`src/rtl/seq_divider.sv`:
```
// seq_divider: iterative restoring unsigned divider, 2W/W -> 2W quotient + W remainder, one bit per clock.
// Optional SEQ_DIVIDER_EARLY_OUT_EN: single-cycle results for dividend < divisor and divisor == 1.
module seq_divider #(
  parameter int W = 4
) (
  input  logic           clk,
  input  logic           rst_n,
  input  logic           in_valid,
  output logic           in_ready,
  input  logic [2*W-1:0] dividend,
  input  logic [W-1:0]   divisor,
  output logic           out_valid,
  input  logic           out_ready,
  output logic [2*W-1:0] quotient,
  output logic [W-1:0]   remainder,
  output logic           div_zero,
  output logic           busy
);
  localparam int CW = $clog2(2*W+1);
  typedef enum logic [1:0] {IDLE, CALC, DONE} state_t;
  state_t state, state_nx;
  logic [2*W-1:0] sh;
  logic [W-1:0] dvs, rem_r, r_nx, fast_r;
  logic [W:0] r_sh;
  logic [CW-1:0] cnt;
  logic [2*W-1:0] fast_q;
  logic ge, last, accept, fast, fast_z;
  assign in_ready  = state == IDLE;
  assign out_valid = state == DONE;
  assign busy      = state != IDLE;
  assign accept    = in_valid & in_ready;
  // sh shifts the dividend out of its MSB and collects quotient bits in its LSB
  always_comb begin
    r_sh = {rem_r, sh[2*W-1]};
    ge   = r_sh >= {1'b0, dvs};
    r_nx = ge ? W'(r_sh - {1'b0, dvs}) : r_sh[W-1:0];
    last = cnt == CW'(2*W-1);
  end
  always_comb begin
    fast_z = divisor == '0;
`ifdef SEQ_DIVIDER_EARLY_OUT_EN
    fast   = fast_z || (dividend < {{W{1'b0}}, divisor}) || (divisor == W'(1));
    fast_q = fast_z ? '1 : (divisor == W'(1) ? dividend : '0);
    fast_r = divisor == W'(1) ? '0 : dividend[W-1:0];
`else
    fast   = fast_z;
    fast_q = '1;
    fast_r = dividend[W-1:0];
`endif
  end
  always_comb begin
    state_nx = state;
    state_nx = state == IDLE ? (accept ? (fast ? DONE : CALC) : IDLE)
             : state == CALC ? (last ? DONE : CALC)
             : (out_ready ? IDLE : DONE);
  end
  always_ff @(posedge clk or negedge rst_n)
    if (!rst_n) state <= IDLE;
    else state <= state_nx;
  always_ff @(posedge clk or negedge rst_n) begin
    if (!rst_n) begin
      sh        <= '0;
      dvs       <= '0;
      rem_r     <= '0;
      cnt       <= '0;
      quotient  <= '0;
      remainder <= '0;
      div_zero  <= 1'b0;
    end else if (accept) begin
      sh    <= dividend;
      dvs   <= divisor;
      rem_r <= '0;
      cnt   <= '0;
      if (fast) begin
        quotient  <= fast_q;
        remainder <= fast_r;
        div_zero  <= fast_z;
      end
    end else if (state == CALC) begin
      sh    <= {sh[2*W-2:0], ge};
      rem_r <= r_nx;
      cnt   <= cnt + CW'(1);
      if (last) begin
        quotient  <= {sh[2*W-2:0], ge};
        remainder <= r_nx;
        div_zero  <= 1'b0;
      end
    end
  end
endmodule
```
`config.mk`:
```
export PLATFORM = sky130hd
export DESIGN_NAME = seq_divider
export DESIGN_NICKNAME = d
export VERILOG_FILES = /design/src/rtl/seq_divider.sv
export SDC_FILE = /design/constraint.sdc
export NUM_CORES = 1
export LEC_CHECK = 0
export CORE_ASPECT_RATIO = 2
export CORE_MARGIN = 8
export CORE_UTILIZATION = 40
export CTS_CLUSTER_DIAMETER = 100
export CTS_CLUSTER_SIZE = 10
export DETAILED_ROUTE_END_ITERATION = 10
export GPL_TIMING_DRIVEN = 0
export PLACE_DENSITY_LB_ADDON = 0.08
export SYNTH_ARGS = -nofsm -noshare
export SYNTH_HDL_FRONTEND = slang
export SYNTH_SLANG_ARGS = --single-unit
```
`constraint.sdc`:
```
create_clock -name clk -period 3.6 [get_ports clk]
set_input_delay 0.9 -clock clk [delete_from_list [all_inputs] [get_ports clk]]
set_output_delay 0.9 -clock clk [all_outputs]
set_load 0.02 [all_outputs]
```
-- After elaboration in Yosys (flattened, before gate mapping)
Cells that the tools add are included.
- $add $sub $neg: 2
- multipliers: 0
- divide/modulo/power cells: 0
- magnitude comparators: 1
- eq/ne operators: 4
- shift operators: 0
- mux-type cells: 25
- bitwise gates (word level): 1
- reductions and logical operators: 6
- operators by type and width (kind ; count):
    8-bit 2-to-1 mux ; 6
    4-bit 2-to-1 mux ; 9
    2-bit 2-to-1 mux ; 6
    2-bit nonzero test ; 3
    5-bit by 4-bit >= comparator with 1-bit output ; 1
    4-bit by 1-bit adder with 4-bit output (second input constant) ; 1
    4-bit by 3-bit equality test with 1-bit output (second input constant) ; 1
    4-bit zero test ; 1
    1-bit 2-to-1 mux ; 4
    4-bit subtractor ; 1
    3-bit AND reduction ; 1
    2-bit by 1-bit equality test with 1-bit output (second input constant) ; 1
    2-bit equality test (second input constant) ; 1
    2-bit zero test ; 1
    2-bit by 1-bit != test with 1-bit output (second input constant) ; 1
    1-bit bitwise AND ; 1
- flip-flop bits (word level): 35
- bits in latches: 0
- bits in writable memories: 0
- memory bits (read-only): 0
- input port bits: 16
- output and inout bits: 16
- word-level logic and storage cells: 47
- memories: 0

-- Longest topological paths before layout
Gate-level depths: netlist of run 1.
- depth in word-level cells: 5
- depth in mapped cells: 7
- depth with buffers taken out: 7

-- Least setup slack after synthesis of run 1
OpenSTA, ideal clock, no wires.
- kind: input port to flip-flop
- from: input divisor[1]
- to: register remainder[0]
- library setup time: 0.136 ns
- data arrival time: 1.705 ns
- required time: 3.464 ns
- path slack: 1.759 ns
- stages on the path: 4
- buffers on the path: 0
- cell sequence: nor4_2 > a21oi_2 > a21oi_1 > a32oi_1
- cells in the longest elaborated chain, start to end: 3
- ends and longest elaborated chain (element ; line ; source):
    from (decl) ; 11 ; input logic [W-1:0] divisor,
    4-bit zero test ; 40 ; fast_z = divisor == '0;
    2-bit by 1-bit != test with 1-bit output (no source line) ; -- ;
    3-bit AND reduction (no source line) ; -- ;
    to (signal assigned) ; 76 ; remainder <= fast_r;
    to (signal assigned) ; 85 ; remainder <= r_nx;
    to (decl) ; 15 ; output logic [W-1:0] remainder,
No other way between the ends.
A chain may end at the register's enable or synchronous reset.

-- Worst setup path in the final report of run 1
- from: register state[0]
- to: output in_ready
- cells in the longest elaborated chain, start to end: 1
- ends and longest elaborated chain (element ; line ; source):
    from (decl) ; 21 ; state_t state, state_nx;
    from (signal assigned) ; 59 ; else state <= state_nx;
    2-bit zero test ; 28 ; assign in_ready = state == IDLE;
    to (decl) ; 9 ; output logic in_ready,
No other way between the ends.

==> flow_summary.json, run 1 <==
{
  "status": "completed",
  "p_leak_nw": 0.959,
  "synthesis.area_um2": 1730,
  "clockBufferDepth": 2,
  "vias": 1416,
  "dieArea_um2": 6820,
  "final_cell_mix": "dfrtp_1 (35), clkdlybuf4s50_1 (30), nand2_1 (29)",
  "rsz0062_at_grt": "no",
  "nFillCells": 409,
  "cellPowerDensity_nw_per_um2": 1050,
  "yosysWarnings": 0,
  "post-cts-setup-buffers": 0,
  "grt_use_total_pct": 13.2,
  "fp.dieH_um": 109,
  "synthCells": 173,
  "yosysSeqAreaShare_pct": 50.5,
  "cts_made_buffers": 5,
  "drv_cap": 0,
  "ios": 32,
  "post_layout_nonfiller_instances": 266,
  "area_growth_pct": 28.0,
  "period_minus_slack_ps": 2470,
  "io_buffers": 31,
  "drt_wl_total_um": 4270,
  "ff_latch_area_um2": 876,
  "combinationalPowerShare_pct": 53.9,
  "grt_max_degree": 36,
  "slew_viol_final": 0,
  "ctsResizeCount": 0,
  "die_w_um": 62.5,
  "num_rows": 34,
  "synth_area_leaders": "dfrtp_1 (51%), nand2_1 (6.3%), ha_1 (3.6%), o21ai_0 (3.5%), nor2_1 (3.0%)",
  "start_util_pct": 40.7,
  "hold_path_class": "flop to flop",
  "grt-ovfl-total": 0,
  "path_cells": "nor2_2, clkdlybuf4s50_1",
  "fin_crit_sh_pct": 68.6,
  "cts_sinks": 35,
  "drt_iter0_markers": 45,
  "postSynth.asyncResetShare_pct": 100,
  "multi_input_area_um2": 787,
  "cp-end-kind": "output pin",
  "synth_top_area_share_pct": 50.5,
  "intPower_mw": 1.37,
  "ctsHoldBuffers": 0,
  "grt_antenna_before_repair": 0,
  "hold_viol": 0,
  "htreeDepth": 2,
  "worstSkewPairLatency_ps": 290,
  "synth_cell_types": 40,
  "ir_drop_uv": 606,
  "start_kind": "flop",
  "final_common_cell": "dfrtp_1",
  "clkTransAtPathRegs_ps": 80,
  "skew_ps": 8.68,
  "vias_per_cell": 5.32,
  "tns_ps": 0,
  "syn_nets": 195,
  "tritoncts": "yes",
  "crit_type": "flop to output pin",
  "path_max_fanout": 6,
  "grt_pass1_vias": 1396,
  "drive_gt1_share_pct": 12.7,
  "final_nets": 233,
  "wire_per_inst_um": 16.0,
  "clockPowerShare_pct": 15.3,
  "place.gp.congestion": 0.805,
  "pwr-share-seq_pct": 30.8,
  "tightest_slew_ps": 777,
  "p_sw_mw": 0.970,
  "setup_viol": 0,
  "arrival_ps": 1570,
  "required_ps": 2700,
  "netSwitchingFraction_pct": 41.5,
  "synth-main-ff-cell": "dfrtp_1",
  "place_hpwl_um": 3100,
  "ant_nets": 0,
  "cp_slowest_cell": "clkdlybuf4s50_1",
  "avgSynthCellArea_um2": 10.0,
  "root_buffer": "clkbuf_8",
  "synth_top_cell_by_area": "dfrtp_1",
  "diodes": 0,
  "cpPeakStageDelay_ps": 630,
  "timing.fmax_mhz": 405,
  "power.total_mw": 2.34,
  "drc_errors": 0,
  "grt_pass1_wl_um": 7100,
  "place_inst": 258,
  "ys_ff_latch": 35,
  "firstDrtPassIters": 4,
  "slew_headroom_pct": 48.2,
  "synth_edf_count": 0,
  "core_area_um2": 4250,
  "timing.hold.ws_ps": 491
}
worst paths after layout:
check	start	to	slack (ps)	cells past startpoint
setup / recovery	state[0]	in_ready	1130	2
hold / removal	quotient[5]	quotient[5]	490	1
setup reg to reg	sh[7]	remainder[2]	1570	7
hold reg to reg	quotient[5]	quotient[5]	490	1
max in group asynchronous	rst_n	rem_r[2]	2420	1
min in group asynchronous	rst_n	dvs[3]	680	1
metrics by stage:
| step | worst slack (ps) | area, um2 | utilization [%] |
|---|---|---|---|
| after CTS | 1120 | 2220 | 52.1 |
| after detailed placement | 961 | 2110 | 49.5 |
| after floorplan | 1760 | 1730 | - |
| after global routing | 1090 | 2220 | 52.1 |
| after global placement | 808 | 2110 | 49.6 |
| final | 1130 | 2220 | 52.1 |
layer usage:
metal  global-route usage, %  up-vias  wire (um)
met3                    3.50       14        216
met4                    7.72        0        129
met5                       0        -          0
li1                        -      684          -
met2                    21.2       40       2040
met1                    15.6      678       1890
critical path, delay by kind of cell (launching register included):
family                 cells  cell delay, ps
DFF                        1             450
buffers and inverters      1             630
and+or+nand+nor            1             190
cells in the mapped netlist (all sizes together), types with 2 or more instances:
cell type,instances
a21oi,10
a22oi,2
a2bb2oi,3
a31oi,3
a32o,2
a32oi,2
buf,4
dfrtp,35
ha,5
inv,10
mux2i,2
nand2,31
nand2b,2
nand3,7
nor2,17
o21ai,12
o22a,4
o22ai,5
or3,2
xnor2,2
final cells by class:
cell class	count	area share, %
inverters	10	1.69
multi-input cells	123	35.5
clock inverters	3	1.97
well taps	54	3.05
plain buffers	5	1.47
clock buffers	5	3.10
flip-flops and latches	35	39.5
repair buffers	31	13.8
power by group through the flow:
stage | sequential, mW | clock, mW | combinational [mW]
final | 0.722 | 0.357 | 1.26
after floorplan | 0.784 | 0 | 0.808
after CTS | 0.723 | 0.370 | 1.27
after global placement | 0.725 | 0 | 1.24
after detailed placement | 0.731 | 0 | 1.25
after global routing | 0.750 | 0.379 | 1.39
kinds of logic after synthesis:
| family | share of synthesized area, % |
|---|---|
| AND/OR/NAND/NOR | 19.1 |
| adder cells (fa/ha/maj) | 4.77 |
| XOR/XNOR | 1.01 |
| multiplexers | 1.81 |
| AO/OA/AOI/OAI | 18.7 |
| buffers and inverters | 4.04 |
| flip-flops | 50.5 |
sequential cells by signal, indices dropped and copies added, names as in the netlist:
register / flops
dvs: 4
cnt: 4
div_zero: 1
sh: 8
remainder: 4
rem_r: 4
quotient: 8
state: 2
No activity file was read; power rests on OpenSTA's default activity.
==> inputs of run 2 (changes only) <==
clock period = 2.5 ns   (was 3.6 ns; I/O delays follow)
==> results of run 2 <==
Same layout as run 1 (identical final DEF). Status: completed.
Main changes from that run: setup slack after placement 961 ps -> 136 ps; setup slack after layout 1130 ps -> 306 ps; hold slack 491 ps -> 401 ps; register-to-register setup slack 1570 ps -> 470 ps; total power 2.34 mW -> 3.37 mW; worst IR drop on VDD 606 uV -> 872 uV
